`src/rtl/cdma_wg_rd_pkg.sv`:
```
// Shared types, widths and helpers for the CDMA Winograd read-request generator.
// Holds the FSM state enum, payload widths, pd field offsets and the pd pack function.
package cdma_wg_rd_pkg;

  localparam int unsigned RD_ADDR_W  = 64;
  localparam int unsigned RD_SIZE_W  = 15;
  localparam int unsigned RD_PD_W    = RD_ADDR_W + RD_SIZE_W;
  localparam int unsigned STRIDE_W   = 32;
  localparam int unsigned LINE_CNT_W = 13;
  localparam int unsigned CREDIT_W   = 8;

  // pd layout: addr in the low bits, size above it
  localparam int unsigned RD_PD_ADDR_LSB = 0;
  localparam int unsigned RD_PD_SIZE_LSB = RD_ADDR_W;

  typedef enum logic [1:0] {
    ST_IDLE  = 2'd0,
    ST_REQ   = 2'd1,
    ST_DRAIN = 2'd2
  } wg_rd_state_e;

  typedef struct packed {
    logic [RD_SIZE_W-1:0] size;
    logic [RD_ADDR_W-1:0] addr;
  } rd_req_pd_t;

  function automatic logic [RD_PD_W-1:0] pack_rd_pd(input logic [RD_SIZE_W-1:0] size,
                                                    input logic [RD_ADDR_W-1:0] addr);
    logic [RD_PD_W-1:0] pd;
    pd = '0;
    pd[RD_PD_ADDR_LSB +: RD_ADDR_W] = addr;
    pd[RD_PD_SIZE_LSB +: RD_SIZE_W] = size;
    return pd;
  endfunction

endpackage

```
`src/rtl/cdma_wg_rd_req_gen_if.sv`:
```
// Read-request valid/ready bus between the generator and the WG read-request pipe.
//   dma_rd_req_vld : request valid (master -> slave)
//   dma_rd_req_pd  : {size, addr} payload (master -> slave)
//   dma_rd_req_rdy : downstream ready (slave -> master)
interface cdma_wg_rd_req_gen_if;

  logic                                dma_rd_req_vld;
  logic                                dma_rd_req_rdy;
  logic [cdma_wg_rd_pkg::RD_PD_W-1:0]  dma_rd_req_pd;

  modport master (
    output dma_rd_req_vld,
    output dma_rd_req_pd,
    input  dma_rd_req_rdy
  );

  modport slave (
    input  dma_rd_req_vld,
    input  dma_rd_req_pd,
    output dma_rd_req_rdy
  );

endinterface

```
`src/rtl/cdma_wg_rd_credit.sv`:
```
// Up/down outstanding-request counter.
//   clk, rst : clock, synchronous active-high reset
//   inc      : one request accepted
//   dec      : one request's data returned (ignored at zero)
//   avail    : registered, count < MAX_OUTSTANDING
//   zero     : registered, count == 0
module cdma_wg_rd_credit
  import cdma_wg_rd_pkg::*;
#(
  parameter int unsigned MAX_OUTSTANDING = 32
) (
  input  logic clk,
  input  logic rst,
  input  logic inc,
  input  logic dec,
  output logic avail,
  output logic zero
);

  logic [CREDIT_W-1:0] cnt_q;
  logic [CREDIT_W-1:0] cnt_nxt;

  // Simultaneous inc/dec cancel; a stray dec at zero is dropped
  always_comb begin
    cnt_nxt = cnt_q;
    if (inc && !dec) begin
      cnt_nxt = cnt_q + CREDIT_W'(1);
    end else if (!inc && dec && (cnt_q != '0)) begin
      cnt_nxt = cnt_q - CREDIT_W'(1);
    end
  end

  // Flags are computed from the next count so they line up with cnt_q
  always_ff @(posedge clk) begin
    if (rst) begin
      cnt_q <= '0;
      avail <= 1'b1;
      zero  <= 1'b1;
    end else begin
      cnt_q <= cnt_nxt;
      avail <= (cnt_nxt < CREDIT_W'(MAX_OUTSTANDING));
      zero  <= (cnt_nxt == '0);
    end
  end

endmodule

```
`src/rtl/cdma_wg_rd_req_gen.sv`:
```
// CDMA Winograd DMA read-request generator: walks surfaces x lines from the
// latched base/strides and emits one {size, addr} request per line, credit-limited.
//   nvdla_core_clk, nvdla_core_rst : clock, synchronous active-high reset
//   op_en                          : start pulse, sampled in IDLE only
//   reg2dp_*                       : layer config, latched on op_en
//   rsp_credit_ret                 : one outstanding request's data consumed
//   rd_req                         : request bus (master side)
//   busy                           : high outside IDLE
//   op_done                        : one-cycle pulse on return to IDLE
module cdma_wg_rd_req_gen
  import cdma_wg_rd_pkg::*;
#(
  parameter int unsigned MAX_OUTSTANDING = 32
) (
  input  logic                  nvdla_core_clk,
  input  logic                  nvdla_core_rst,
  input  logic                  op_en,
  input  logic [RD_ADDR_W-1:0]  reg2dp_base_addr,
  input  logic [STRIDE_W-1:0]   reg2dp_line_stride,
  input  logic [STRIDE_W-1:0]   reg2dp_surf_stride,
  input  logic [LINE_CNT_W-1:0] reg2dp_line_num,
  input  logic [LINE_CNT_W-1:0] reg2dp_surf_num,
  input  logic [RD_SIZE_W-1:0]  reg2dp_line_size,
  input  logic                  rsp_credit_ret,
  output logic                  busy,
  output logic                  op_done,
  cdma_wg_rd_req_gen_if.master  rd_req
);

  wg_rd_state_e          state;
  logic [STRIDE_W-1:0]   line_stride_q;
  logic [STRIDE_W-1:0]   surf_stride_q;
  logic [LINE_CNT_W-1:0] line_num_q;
  logic [LINE_CNT_W-1:0] surf_num_q;
  logic [RD_SIZE_W-1:0]  size_q;
  logic [LINE_CNT_W-1:0] line_cnt;
  logic [LINE_CNT_W-1:0] surf_cnt;
  logic [RD_ADDR_W-1:0]  surf_addr;
  logic [RD_PD_W-1:0]    pd_q;

  logic                  credit_avail;
  logic                  credit_zero;
  logic                  accept;
  logic [RD_ADDR_W-1:0]  line_addr;
  logic [RD_ADDR_W-1:0]  line_addr_inc;
  logic [RD_ADDR_W-1:0]  surf_addr_inc;

  // vld is a decode of two flops only; rdy/credit_ret never reach it combinationally
  assign rd_req.dma_rd_req_vld = (state == ST_REQ) && credit_avail;
  assign rd_req.dma_rd_req_pd  = pd_q;
  assign accept                = rd_req.dma_rd_req_vld && rd_req.dma_rd_req_rdy;

  // The current line address lives in the pd register itself
  assign line_addr     = pd_q[RD_PD_ADDR_LSB +: RD_ADDR_W];
  assign line_addr_inc = line_addr + RD_ADDR_W'(line_stride_q);
  assign surf_addr_inc = surf_addr + RD_ADDR_W'(surf_stride_q);

  cdma_wg_rd_credit #(
    .MAX_OUTSTANDING (MAX_OUTSTANDING)
  ) u_credit (
    .clk   (nvdla_core_clk),
    .rst   (nvdla_core_rst),
    .inc   (accept),
    .dec   (rsp_credit_ret),
    .avail (credit_avail),
    .zero  (credit_zero)
  );

  // Control FSM, line/surface counters and address accumulators
  always_ff @(posedge nvdla_core_clk) begin
    if (nvdla_core_rst) begin
      state         <= ST_IDLE;
      busy          <= 1'b0;
      op_done       <= 1'b0;
      pd_q          <= '0;
      line_cnt      <= '0;
      surf_cnt      <= '0;
      surf_addr     <= '0;
      line_stride_q <= '0;
      surf_stride_q <= '0;
      line_num_q    <= '0;
      surf_num_q    <= '0;
      size_q        <= '0;
    end else begin
      op_done <= 1'b0;
      unique case (state)
        ST_IDLE: begin
          if (op_en) begin
            state         <= ST_REQ;
            busy          <= 1'b1;
            line_stride_q <= reg2dp_line_stride;
            surf_stride_q <= reg2dp_surf_stride;
            line_num_q    <= reg2dp_line_num;
            surf_num_q    <= reg2dp_surf_num;
            size_q        <= reg2dp_line_size;
            line_cnt      <= '0;
            surf_cnt      <= '0;
            surf_addr     <= reg2dp_base_addr;
            pd_q          <= pack_rd_pd(reg2dp_line_size, reg2dp_base_addr);
          end
        end
        ST_REQ: begin
          if (accept) begin
            if (line_cnt == line_num_q) begin
              line_cnt <= '0;
              if (surf_cnt == surf_num_q) begin
                state <= ST_DRAIN;
              end else begin
                // next surface restarts the line walk at the new surface base
                surf_cnt  <= surf_cnt + LINE_CNT_W'(1);
                surf_addr <= surf_addr_inc;
                pd_q      <= pack_rd_pd(size_q, surf_addr_inc);
              end
            end else begin
              line_cnt <= line_cnt + LINE_CNT_W'(1);
              pd_q     <= pack_rd_pd(size_q, line_addr_inc);
            end
          end
        end
        ST_DRAIN: begin
          if (credit_zero) begin
            state   <= ST_IDLE;
            busy    <= 1'b0;
            op_done <= 1'b1;
          end
        end
        default: begin
          state <= ST_IDLE;
          busy  <= 1'b0;
        end
      endcase
    end
  end

endmodule

```
`src/flat_wrapper.sv`:
```
// flat-port wrapper written by rule: the top's interface ports become plain ports
module cdma_wg_rd_req_gen_flat import cdma_wg_rd_pkg::*;
#(
  parameter int unsigned MAX_OUTSTANDING = 32
)
  (nvdla_core_clk, nvdla_core_rst, op_en, reg2dp_base_addr, reg2dp_line_stride, reg2dp_surf_stride, reg2dp_line_num, reg2dp_surf_num, reg2dp_line_size, rsp_credit_ret, busy, op_done, rd_req_dma_rd_req_vld, rd_req_dma_rd_req_pd, rd_req_dma_rd_req_rdy);
  cdma_wg_rd_req_gen_if rd_req_i ();
  input  logic nvdla_core_clk;
  input  logic nvdla_core_rst;
  input  logic op_en;
  input  logic [RD_ADDR_W-1:0] reg2dp_base_addr;
  input  logic [STRIDE_W-1:0] reg2dp_line_stride;
  input  logic [STRIDE_W-1:0] reg2dp_surf_stride;
  input  logic [LINE_CNT_W-1:0] reg2dp_line_num;
  input  logic [LINE_CNT_W-1:0] reg2dp_surf_num;
  input  logic [RD_SIZE_W-1:0] reg2dp_line_size;
  input  logic rsp_credit_ret;
  output logic busy;
  output logic op_done;
  output wire logic [$bits(rd_req_i.dma_rd_req_vld)-1:0] rd_req_dma_rd_req_vld;
  output wire logic [$bits(rd_req_i.dma_rd_req_pd)-1:0] rd_req_dma_rd_req_pd;
  input wire logic [$bits(rd_req_i.dma_rd_req_rdy)-1:0] rd_req_dma_rd_req_rdy;
  assign rd_req_dma_rd_req_vld = rd_req_i.dma_rd_req_vld;
  assign rd_req_dma_rd_req_pd = rd_req_i.dma_rd_req_pd;
  assign rd_req_i.dma_rd_req_rdy = rd_req_dma_rd_req_rdy;
  cdma_wg_rd_req_gen #(.MAX_OUTSTANDING(MAX_OUTSTANDING)) u_core (.nvdla_core_clk(nvdla_core_clk), .nvdla_core_rst(nvdla_core_rst), .op_en(op_en), .reg2dp_base_addr(reg2dp_base_addr), .reg2dp_line_stride(reg2dp_line_stride), .reg2dp_surf_stride(reg2dp_surf_stride), .reg2dp_line_num(reg2dp_line_num), .reg2dp_surf_num(reg2dp_surf_num), .reg2dp_line_size(reg2dp_line_size), .rsp_credit_ret(rsp_credit_ret), .busy(busy), .op_done(op_done), .rd_req(rd_req_i));
endmodule
```
`config.mk`:
```
export PLATFORM = sky130hd
export DESIGN_NAME = cdma_wg_rd_req_gen_flat
export DESIGN_NICKNAME = d
export VERILOG_FILES = /design/src/rtl/cdma_wg_rd_pkg.sv /design/src/rtl/cdma_wg_rd_req_gen_if.sv /design/src/rtl/cdma_wg_rd_credit.sv /design/src/rtl/cdma_wg_rd_req_gen.sv /design/src/flat_wrapper.sv
export SDC_FILE = /design/constraint.sdc
export NUM_CORES = 1
export LEC_CHECK = 0
export CAP_MARGIN = 30
export CORE_ASPECT_RATIO = 1.4
export CORE_MARGIN = 2
export CORE_UTILIZATION = 30
export CTS_CLUSTER_SIZE = 25
export DETAILED_ROUTE_END_ITERATION = 8
export PLACE_DENSITY_LB_ADDON = 0.25
export SYNTH_ARGS = -nofsm -noshare
export SYNTH_HDL_FRONTEND = slang
export SYNTH_HIERARCHICAL = 1
export SYNTH_SLANG_ARGS = --single-unit
```
`constraint.sdc`:
```
create_clock -name nvdla_core_clk -period 3.6 [get_ports nvdla_core_clk]
set_input_delay 0.72 -clock nvdla_core_clk [delete_from_list [all_inputs] [get_ports nvdla_core_clk]]
set_output_delay 0.72 -clock nvdla_core_clk [all_outputs]
set_load 0.03 [all_outputs]
```
==> flow_summary_export.csv, run 1 <==
group,metric,value,unit
synthesis,synth_top_area_share,32.9,%
placement,placedInstanceArea,21200,um^2
timing,setup_violations,0,
critical_path,rr_endpoint,"u_core/rd_req.dma_rd_req_pd[61]$_SDFFE_PP0P_",
job,cap_violations,0,
power_and_ir_drop,p_leak,8.53,nW
synthesis,synth_top_area_cell,"dfxtp_1",
critical_path,cp-start-kind,"flip-flop",
route,vias_per_cell,5.50,
timing,relSlewSlack,44.7,%
synthesis,ys_top_cells_by_count,"nand2_1 (460), dfxtp_1 (288), a21oi_1 (249)",
timing,slew_violations,0,
synthesis,synth_area_per_cell,7.48,um^2
power_and_ir_drop,clock_power_share,35.8,%
die,row_count,104,
synthesis,async_flop_share,0,%
power_and_ir_drop,peakVddDrop,296,uV
cts,cts_buffers,37,
synthesis,synth_warnings,6,
finish,nets,2817,
die,initial_utilization,30.4,%
power_and_ir_drop,internal_power,0.00703,W
power_and_ir_drop,swShare,34.4,%
synthesis,ys_seq_area_share,32.9,%
synthesis,synth_edf_count,0,
power_and_ir_drop,sequentialPowerShare,35.9,%
critical_path,cp-endpoint,"u_core/rd_req.dma_rd_req_pd[61]$_SDFFE_PP0P_",
critical_path,r2r_start,"u_core/surf_addr[2]$_SDFFE_PP0P_",
placement,hpwl,53700,um
synthesis,synth_area_leaders,"dfxtp_1 (33%), nand2_1 (9.8%), a21oi_1 (7.1%), ha_1 (4.9%), nor2_1 (4.7%)",
global_routing,grt_max_degree,112,
run_status,status,"completed",
global_routing,grt_usage,23.2,%
timing,finalClockSkew,0.0206,ns
route,drc_errors,0,
synthesis,synth.most_common_cell,"nand2_1",
die,fp.dieW,208,um
cts,cts_tree,"yes",
timing,fmaxAchievable,0.290,GHz
cts,cts_setup_buffers,0,
synthesis,synth_seq_cells,288,
power_and_ir_drop,power.density,476,nW/um^2
finish,finalNonFillerCells,3343,
die,core_area,57600,um^2
finish,fin_area,22500,um^2
global_routing,overflow,0,
hold_path,min_path_type,"flip-flop to flip-flop",
route,dr.first_iter.drc_count,1399,
route,wl_per_cell,21.5,um
cts,ctsLongestPathBuffers,3,
placement,port_buffers,255,
route,wirelength,71800,um
cts,htree_levels,2,
synthesis,syn_inst,2345,
critical_path,r2r.worst_path.cells,13,
cts,clk_pin_slew,0.06,ns
die,die-area,60500,um^2
timing,hold_viol,0,
critical_path,r2r_slack,0.15,ns
cts,insertion_delay,0.57,ns
cts,cts.sink_count,288,
cts,cts_root_buf,"clkbuf_16",
finish,area_delta_synth_final,28.3,%
cts,cts_resized,1,
route,vias,18400,
finish,drive_gt1_share,7.46,%
critical_path,critical_path_required,4.04,ns
synthesis,synth.distinct_cells,102,
route,antenna_left,0,
global_routing,grt_pass1_vias,18400,
die,io_pins,256,
critical_path,cp_max_fo,9,
critical_path,crit_path_start,"u_core/surf_addr[2]$_SDFFE_PP0P_",
power_and_ir_drop,p_comb_share,28.3,%
timing,post-route-min-period,3.45,ns
timing,worst_slew_pin_slew,0.829,ns
critical_path,critical_path_class,"flip-flop to flip-flop",
synthesis,synth_ff_type,"dfxtp_1",
placement,place_inst,3275,
power_and_ir_drop,power.switching,0.00369,W
timing,period_share,95.7,%
critical_path,arrival,3.88,ns
route,firstDrtPassIters,6,
global_routing,antenna_found_initial,7,
global_routing,grt_pass1_wl,109000,um
placement,place_congestion,0.919,
die,die_h,290,um
critical_path,end_kind,"flip-flop",
cts,hold_buffers,0,
synthesis,synth_nets,2590,
synthesis,netlist_area,17600,um^2
[cells by family (layout without fill, tap and decap cells)]
group | after synthesis | count (layout) | share of synthesized area (%)
AO/OA/AOI/OAI | 689 | 689 | 25.3
multiplexers | 25 | 25 | 1.48
flip-flops | 288 | 288 | 32.9
other | 0 | 2 | 0
buffers and inverters | 187 | 441 | 4.17
AND/OR/NAND/NOR | 938 | 938 | 23.8
XOR/XNOR | 147 | 147 | 7.34
adder cells (fa/ha/maj) | 71 | 71 | 5.15
[cell usage in the layout, fill, tap and decap left out, types with 14 or more instances in the layout]
master           count
dfxtp_1            288
nor2_1             221
nand2_1            460
xor2_1              54
o31ai_1             14
nor3_1              31
nand3_1             57
o211ai_1            25
a211oi_1            40
and2_1              15
o21ai_0            117
a22oi_1             14
nor4_1              21
a31oi_1             33
and3_1              31
clkbuf_16           37
nand4_1             37
a21o_1              28
inv_1               38
a311oi_1            30
mux2i_1             21
a21oi_1            247
xnor2_1             92
ha_1                69
clkdlybuf4s50_1    254
buf_4               73
[power by group through the flow]
stage | Sequential [W] | Clock, W | Combinational [W]
global placement | 0.00390 | 0 | 0.00300
CTS | 0.00384 | 0.00394 | 0.00304
floorplan | 0.00397 | 0 | 0.00170
finish | 0.00384 | 0.00383 | 0.00304
detailed placement | 0.00391 | 0 | 0.00302
global route | 0.00388 | 0.00405 | 0.00329
[worst max-delay path: stages, from the launching register on]
cell	delay (ns)
dfxtp_1	0.31
ha_1	0.37
nand3_1	0.16
o2111ai_4	0.28
a311oi_1	0.16
buf_4	0.17
nor3_2	0.31
o2111ai_4	0.24
a2111oi_4	0.41
buf_4	0.24
nand2b_2	0.14
nor2_1	0.19
xnor2_1	0.22
o2bb2ai_1	0.12
[how the worst min path moves through the flow]
stage                                                      end  depth (start not counted)                                  from  slack (ns)
after floorplan               u_core/surf_addr[2]$_SDFFE_PP0P_                          2      u_core/surf_addr[2]$_SDFFE_PP0P_        0.44
after global placement           u_core/size_q[0]$_SDFFE_PP0P_                          2         u_core/size_q[0]$_SDFFE_PP0P_        0.44
after detailed placement         u_core/size_q[3]$_SDFFE_PP0P_                          2         u_core/size_q[3]$_SDFFE_PP0P_        0.45
after CTS                        u_core/size_q[3]$_SDFFE_PP0P_                          2         u_core/size_q[3]$_SDFFE_PP0P_        0.46
after global routing      u_core/line_stride_q[4]$_SDFFE_PP0P_                          2  u_core/line_stride_q[4]$_SDFFE_PP0P_        0.48
final                           u_core/size_q[12]$_SDFFE_PP0P_                          2        u_core/size_q[12]$_SDFFE_PP0P_        0.45
[area by class of cell]
cell class	instances	area [um^2]
multi-input cells	1870	11200
flip-flops and latches	288	5770
well taps	742	928
diodes	2	5.00
inverters	39	146
fillers	6086	35100
clock inverters	13	173
repair buffers	336	3260
clock buffers	53	1080
[sequential cells by signal, summed over array words and instances (netlist names)]
name / flops
u_core/busy: 1
u_core/line_cnt: 13
u_core/line_num_q: 13
u_core/line_stride_q: 32
u_core/op_done: 1
u_core/rd_req.dma_rd_req_pd: 79
u_core/size_q: 15
u_core/state: 2
u_core/surf_addr: 64
u_core/surf_cnt: 13
u_core/surf_num_q: 13
u_core/surf_stride_q: 32
u_core/u_credit/avail: 1
u_core/u_credit/cnt_q: 8
u_core/u_credit/zero: 1
[routing by layer]
layer	track usage [%]	up-vias	wire, um
li1	-	8857	-
met1	25.3	8694	26500
met2	42.5	659	36700
met3	4.03	163	4570
met4	11.9	10	3900
met5	0	-	66
[metrics by stage]
stage | power [W] | TNS (ns) | util (%) | setup slack, ns | hold slack (ns)
after floorplan | 0.00567 | 0 | - | 0.464 | 0.436
after global placement | 0.00690 | 0 | 36.8 | 0.0304 | 0.442
after detailed placement | 0.00693 | -0.0161 | 36.8 | -0.0161 | 0.447
after CTS | 0.0108 | 0 | 38.9 | 0.0771 | 0.455
after global routing | 0.0112 | -0.00554 | 39.0 | -0.00554 | 0.476
final | 0.0107 | 0 | 39.1 | 0.153 | 0.453
Power figures use the tool's default switching activity.
==> run 2: changes to the inputs <==
--- a/config.mk
+++ b/config.mk
@@ -12,6 +12,7 @@
 export CTS_CLUSTER_SIZE = 25
 export DETAILED_ROUTE_END_ITERATION = 8
 export PLACE_DENSITY_LB_ADDON = 0.25
+export RECOVER_POWER = 25
 export SYNTH_ARGS = -nofsm -noshare
 export SYNTH_HDL_FRONTEND = slang
 export SYNTH_HIERARCHICAL = 1
==> run 2 against run 1 <==
Non-clock buffer count is the same. Die area unchanged. Sequential share of layout area about the same. The flow now finishes with violations (max-capacitance violations, max-slew violations).
==> flow_summary_export.csv, run 2 (synthesis gave the netlist of run 1 again) <==
group,metric,value,unit
finish,layout_common_cells,"nand2_1 (460), dfxtp_1 (288), clkdlybuf4s50_1 (254)",
run_status,violations,"max-capacitance violations, max-slew violations",
route,wl_per_cell,21.5,um
route,wl_met2,36800,um
power_and_ir_drop,p_comb_share,28.4,%
placement,dp_slack,-0.0161,ns
timing,post-route-min-period,3.44,ns
finish,nets,2817,
finish,drive_gt1_share,7.46,%
cts,cts_buffers,37,
route,vias,18500,
job,cap_violations,2,
power_and_ir_drop,p_leak,8.53,nW
hold_path,min_to,"u_core/size_q[12]$_SDFFE_PP0P_",
global_routing,antenna_found_initial,7,
die,row_count,104,
cts,hold_buffers,0,
placement,hpwl,53700,um
critical_path,r2r_start,"u_core/surf_addr[2]$_SDFFE_PP0P_",
finish,layout_commonest_cell,"nand2_1",
die,die_h,290,um
finish,largest_reg_flops,79,
power_and_ir_drop,power.switching,0.00369,W
die,die-area,60500,um^2
timing,worst_slew_pin_slew,2.07,ns
route,wirelength,71700,um
timing,finalClockSkew,0.0184,ns
power_and_ir_drop,power.density,476,nW/um^2
cts,cts_resized,1,
global_routing,grt_max_degree,112,
critical_path,arrival,3.87,ns
critical_path,critical_path_class,"flip-flop to flip-flop",
global_routing,overflow,0,
run_status,status,"complete, but fails checks",
timing,period_share,95.4,%
timing,setup_violations,0,
critical_path,end_kind,"flip-flop",
placement,place_congestion,0.919,
cts,clk_pin_slew,0.06,ns
route,vias_per_cell,5.52,
power_and_ir_drop,finalPower,0.0107,W
route,wl_met3,4390,um
die,fp.dieW,208,um
cts,cts.sink_count,288,
timing,hold_viol,0,
critical_path,max_stage_delay,0.41,ns
finish,area_delta_synth_final,28.2,%
critical_path,crit_chain,"ha_1 > nand3_1 > o2111ai_4 > a311oi_1 > buf_4 > nor3_2 > o2111ai_4 > a2111oi_4 > buf_4 > nand2b_2 > nor2_1 > xnor2_1 > o2bb2ai_1",
critical_path,cp-start-kind,"flip-flop",
critical_path,slowest_stage,"a2111oi_4",
global_routing,grt_pass1_wl,109000,um
timing,worst_slack,0.165,ns
route,drc_errors,0,
cts,htree_levels,2,
timing,slew_violations,175,
cts,cts_setup_buffers,0,
timing,fmaxAchievable,0.291,GHz
die,io_pins,256,
placement,port_buffers,255,
global_routing,grt_pass1_vias,18400,
power_and_ir_drop,swShare,34.4,%
cts,ctsLongestPathBuffers,3,
die,core_area,57600,um^2
critical_path,rr_endpoint,"u_core/rd_req.dma_rd_req_pd[61]$_SDFFE_PP0P_",
timing,hold-worst-slack,0.455,ns
route,routed.top_layer,"met5",
global_routing,grt_usage,23.2,%
die,initial_utilization,30.4,%
cts,insertion_delay,0.57,ns
critical_path,r2r_slack,0.16,ns
power_and_ir_drop,clock_power_share,35.8,%
hold_path,hp-start,"u_core/size_q[12]$_SDFFE_PP0P_",
route,met1_length,26600,um
critical_path,critical_path_required,4.04,ns
cts,cts_root_buf,"clkbuf_16",
hold_path,hold_depth,2,
critical_path,r2r.worst_path.cells,13,
route,antenna_left,0,
critical_path,cp_max_fo,9,
power_and_ir_drop,peakVddDrop,296,uV
power_and_ir_drop,sequentialPowerShare,35.9,%
timing,relSlewSlack,-38.0,%
hold_path,min_path_type,"flip-flop to flip-flop",
cts,cts_tree,"yes",
route,firstDrtPassIters,5,
route,dr.first_iter.drc_count,1407,
power_and_ir_drop,internal_power,0.00703,W
==> run 2: cell count changes in the layout (fill, tap and decap cells not counted), sizes merged <==
cell / before / now
buf: 82 / 81
clkbuf: 53 / 54
==> run 2: worst max-delay path, delay by kind of cell, from the launching register on <==
family	cells	cell delay, ns
buf+inv	2	0.41
fa+ha+maj	1	0.37
compound gates	5	1.21
simple gates	4	0.79
flops	1	0.31
xor+xnor	1	0.22
==> run 2: metrics by stage <==
stage,cells,TNS [ns],utilization [%],area (um^2)
final,3343,0,39.0,22500
after global placement,3275,0,36.8,21200
after CTS,3341,0,38.9,22400
after floorplan,2345,0,-,17600
after detailed placement,3275,-0.0161,36.8,21200
after global routing,3342,-0.00554,39.0,22500
==> run 2: per-layer routing <==
| metal | global-route usage, % | vias to the layer above |
|---|---|---|
| met4 | 11.9 | 10 |
| met3 | 4.03 | 169 |
| met2 | 42.5 | 669 |
| met1 | 25.3 | 8749 |
| li1 | - | 8863 |
| met5 | 0 | - |
==> run 2: worst max-delay path by stage <==
| stage | cells past startpoint | to | start |
|---|---|---|---|
| finish | 13 | u_core/rd_req.dma_rd_req_pd[61]$_SDFFE_PP0P_ | u_core/surf_addr[2]$_SDFFE_PP0P_ |
| global route | 13 | u_core/rd_req.dma_rd_req_pd[47]$_SDFFE_PP0P_ | u_core/surf_addr[3]$_SDFFE_PP0P_ |
| CTS | 12 | u_core/rd_req.dma_rd_req_pd[38]$_SDFFE_PP0P_ | u_core/surf_stride_q[17]$_SDFFE_PP0P_ |
| detailed placement | 16 | u_core/rd_req.dma_rd_req_pd[48]$_SDFFE_PP0P_ | u_core/rd_req.dma_rd_req_pd[0]$_SDFFE_PP0P_ |
| global placement | 15 | u_core/rd_req.dma_rd_req_pd[48]$_SDFFE_PP0P_ | u_core/rd_req.dma_rd_req_pd[23]$_SDFFE_PP0P_ |
| floorplan | 12 | u_core/rd_req.dma_rd_req_pd[24]$_SDFFE_PP0P_ | u_core/surf_stride_q[0]$_SDFFE_PP0P_ |
==> run 2: cell type report <==
class	instances	area, um^2
inverters	39	146
well taps	742	928
flip-flops and latches	288	5770
repair buffers	336	3240
clock inverters	13	173
fillers	6088	35200
clock buffers	53	1080
multi-input cells	1870	11200
diodes	2	5.00
==> run 2: power groups by stage <==
stage / logic, W / registers [W] / clock network (W)
3_5_place_dp: 0.00302 / 0.00391 / 0
5_1_grt: 0.00329 / 0.00388 / 0.00405
2_1_floorplan: 0.00170 / 0.00397 / 0
4_1_cts: 0.00304 / 0.00384 / 0.00394
6_report: 0.00304 / 0.00385 / 0.00383
3_3_place_gp: 0.00300 / 0.00390 / 0
==> run 3: changes to the inputs <==
--- a/config.mk
+++ b/config.mk
@@ -13,6 +13,7 @@
 export DETAILED_ROUTE_END_ITERATION = 8
 export PLACE_DENSITY_LB_ADDON = 0.25
 export RECOVER_POWER = 25
+export REMOVE_ABC_BUFFERS = 1
 export SYNTH_ARGS = -nofsm -noshare
 export SYNTH_HDL_FRONTEND = slang
 export SYNTH_HIERARCHICAL = 1
==> run 3 against run 2 <==
The run now ends clean. Non-clock buffer count up 52. Clock skew down 0.00059 ns. Critical path depth down 1. Die area unchanged. Sequential power about the same. Global-route usage down 1.0 points. Design area up 1.5%. Critical path type unchanged. Via count up 0.34%.
==> flow_summary_export.csv, run 3 (synthesis gave the netlist of run 1 again) <==
group,metric,value,unit
timing,hold_viol,0,
route,wirelength,69400,um
cts,cts_tree,"yes",
route,dr.first_iter.drc_count,1298,
die,die-area,60500,um^2
placement,place_congestion,0.901,
timing,post-route-min-period,3.43,ns
finish,area_delta_synth_final,30.1,%
cts,cts_resized,0,
power_and_ir_drop,power.density,468,nW/um^2
finish,layout_commonest_cell,"nand2_1",
timing,hold-worst-slack,0.457,ns
die,initial_utilization,30.4,%
timing,setup_violations,0,
timing,period_share,95.2,%
die,die_h,290,um
timing,tns,0,ns
global_routing,grt_max_degree,110,
critical_path,critical_path_class,"flip-flop to flip-flop",
route,drc_errors,0,
critical_path,critical_path_required,4.03,ns
die,core_area,57600,um^2
timing,relSlewSlack,19.4,%
global_routing,grt_pass1_wl,105000,um
cts,cts_root_buf,"clkbuf_16",
cts,cts_setup_buffers,0,
route,firstDrtPassIters,7,
die,io_pins,256,
placement,port_buffers,255,
timing,finalClockSkew,0.0178,ns
route,wl_per_cell,20.5,um
die,row_count,104,
global_routing,grt_usage,22.1,%
cts,ctsLongestPathBuffers,3,
placement,hpwl,51700,um
power_and_ir_drop,p_leak,8.88,nW
critical_path,end_kind,"flip-flop",
route,antenna_left,0,
critical_path,cp-start-kind,"flip-flop",
timing,worst_slew_pin_slew,1.21,ns
timing,slew_violations,0,
finish,largest_reg_flops,79,
timing,rsz0062_at_grt,"false",
placement,placedInstanceArea,21600,um^2
route,vias,18500,
die,fp.dieW,208,um
critical_path,cp_max_fo,7,
job,cap_violations,0,
hold_path,min_path_type,"flip-flop to flip-flop",
cts,htree_levels,2,
cts,hold_buffers,0,
global_routing,antenna_found_initial,0,
run_status,status,"completed",
critical_path,arrival,3.86,ns
cts,insertion_delay,0.54,ns
finish,fin_area,22800,um^2
finish,nets,2866,
global_routing,overflow,0,
route,vias_per_cell,5.47,
timing,fmaxAchievable,0.292,GHz
cts,cts_buffers,34,
global_routing,grt_pass1_vias,18100,
cts,cts.sink_count,288,
cts,clk_pin_slew,0.06,ns
power_and_ir_drop,peakVddDrop,247,uV
finish,drive_gt1_share,8.92,%
finish,layout_common_cells,"nand2_1 (460), dfxtp_1 (288), a21oi_1 (249)",
-- run 3: changes by cell type in the layout (fill, tap and decap cells not counted), sizes merged --
cell           delta
bufinv            +2
inv               -2
dlygate4sd3      +42
buf              +50
clkbuf            -4
clkinvlp          +1
diode             -1
clkdlybuf4s50    -42
-- run 3: final timing paths --
path              slack, ns                                      endpoint                             startpoint  depth (start not counted)
setup / recovery       0.17  u_core/rd_req.dma_rd_req_pd[43]$_SDFFE_PP0P_  u_core/surf_stride_q[18]$_SDFFE_PP0P_                         12
hold / removal         0.46                u_core/size_q[12]$_SDFFE_PP0P_         u_core/size_q[12]$_SDFFE_PP0P_                          2
setup reg to reg       0.17  u_core/rd_req.dma_rd_req_pd[43]$_SDFFE_PP0P_  u_core/surf_stride_q[18]$_SDFFE_PP0P_                         12
hold reg to reg        0.46                u_core/size_q[12]$_SDFFE_PP0P_         u_core/size_q[12]$_SDFFE_PP0P_                          2
-- run 3: report_power, final --
group / internal [W] / leakage [nW] / switching, W / total [W]
Combinational: 0.00126 / 5.91 / 0.00176 / 0.00302
Sequential: 0.00349 / 2.36 / 0.000347 / 0.00384
Clock: 0.00235 / 0.602 / 0.00148 / 0.00383
-- run 3: critical path, cell delays in order (launching register included) --
cell and delay, ns:
dfxtp_1 0.32, ha_1 0.32, buf_4 0.18, a21oi_1 0.20, o21ai_1 0.11, a211o_1 0.29, o41a_1 0.49, o2111ai_4 0.35
a211oi_4 0.19, and3_1 0.28, xnor2_1 0.29, o21ai_0 0.13, a22o_1 0.18
-- run 3: stage by stage --
stage	util, %	setup slack, ns	instances	power, W
after floorplan	-	-9.96	2197	0.00562
after detailed placement	37.5	0.0794	3327	0.00695
after global placement	37.5	-0.107	3326	0.00691
final	39.6	0.172	3389	0.0107
after global routing	39.6	0.00687	3388	0.0112
after CTS	39.6	0.0762	3388	0.0108
-- run 3: final cells by class --
type / instances / area [um^2]
fill: 6023 / 34800
tap: 742 / 928
timing repair buffer: 388 / 3650
sequential: 288 / 5770
clock buffer: 47 / 1020
multi-input combinational: 1870 / 11100
inverter: 39 / 146
antenna: 1 / 2.50
clock inverter: 14 / 200
-- run 3: layer usage --
metal,part of all wire (%),up-vias,global-route usage (%)
met4,3.7,0,8.83
met1,41,8831,26.9
met5,0,-,0
met2,49,642,39.2
li1,-,8935,-
met3,5.8,115,2.99
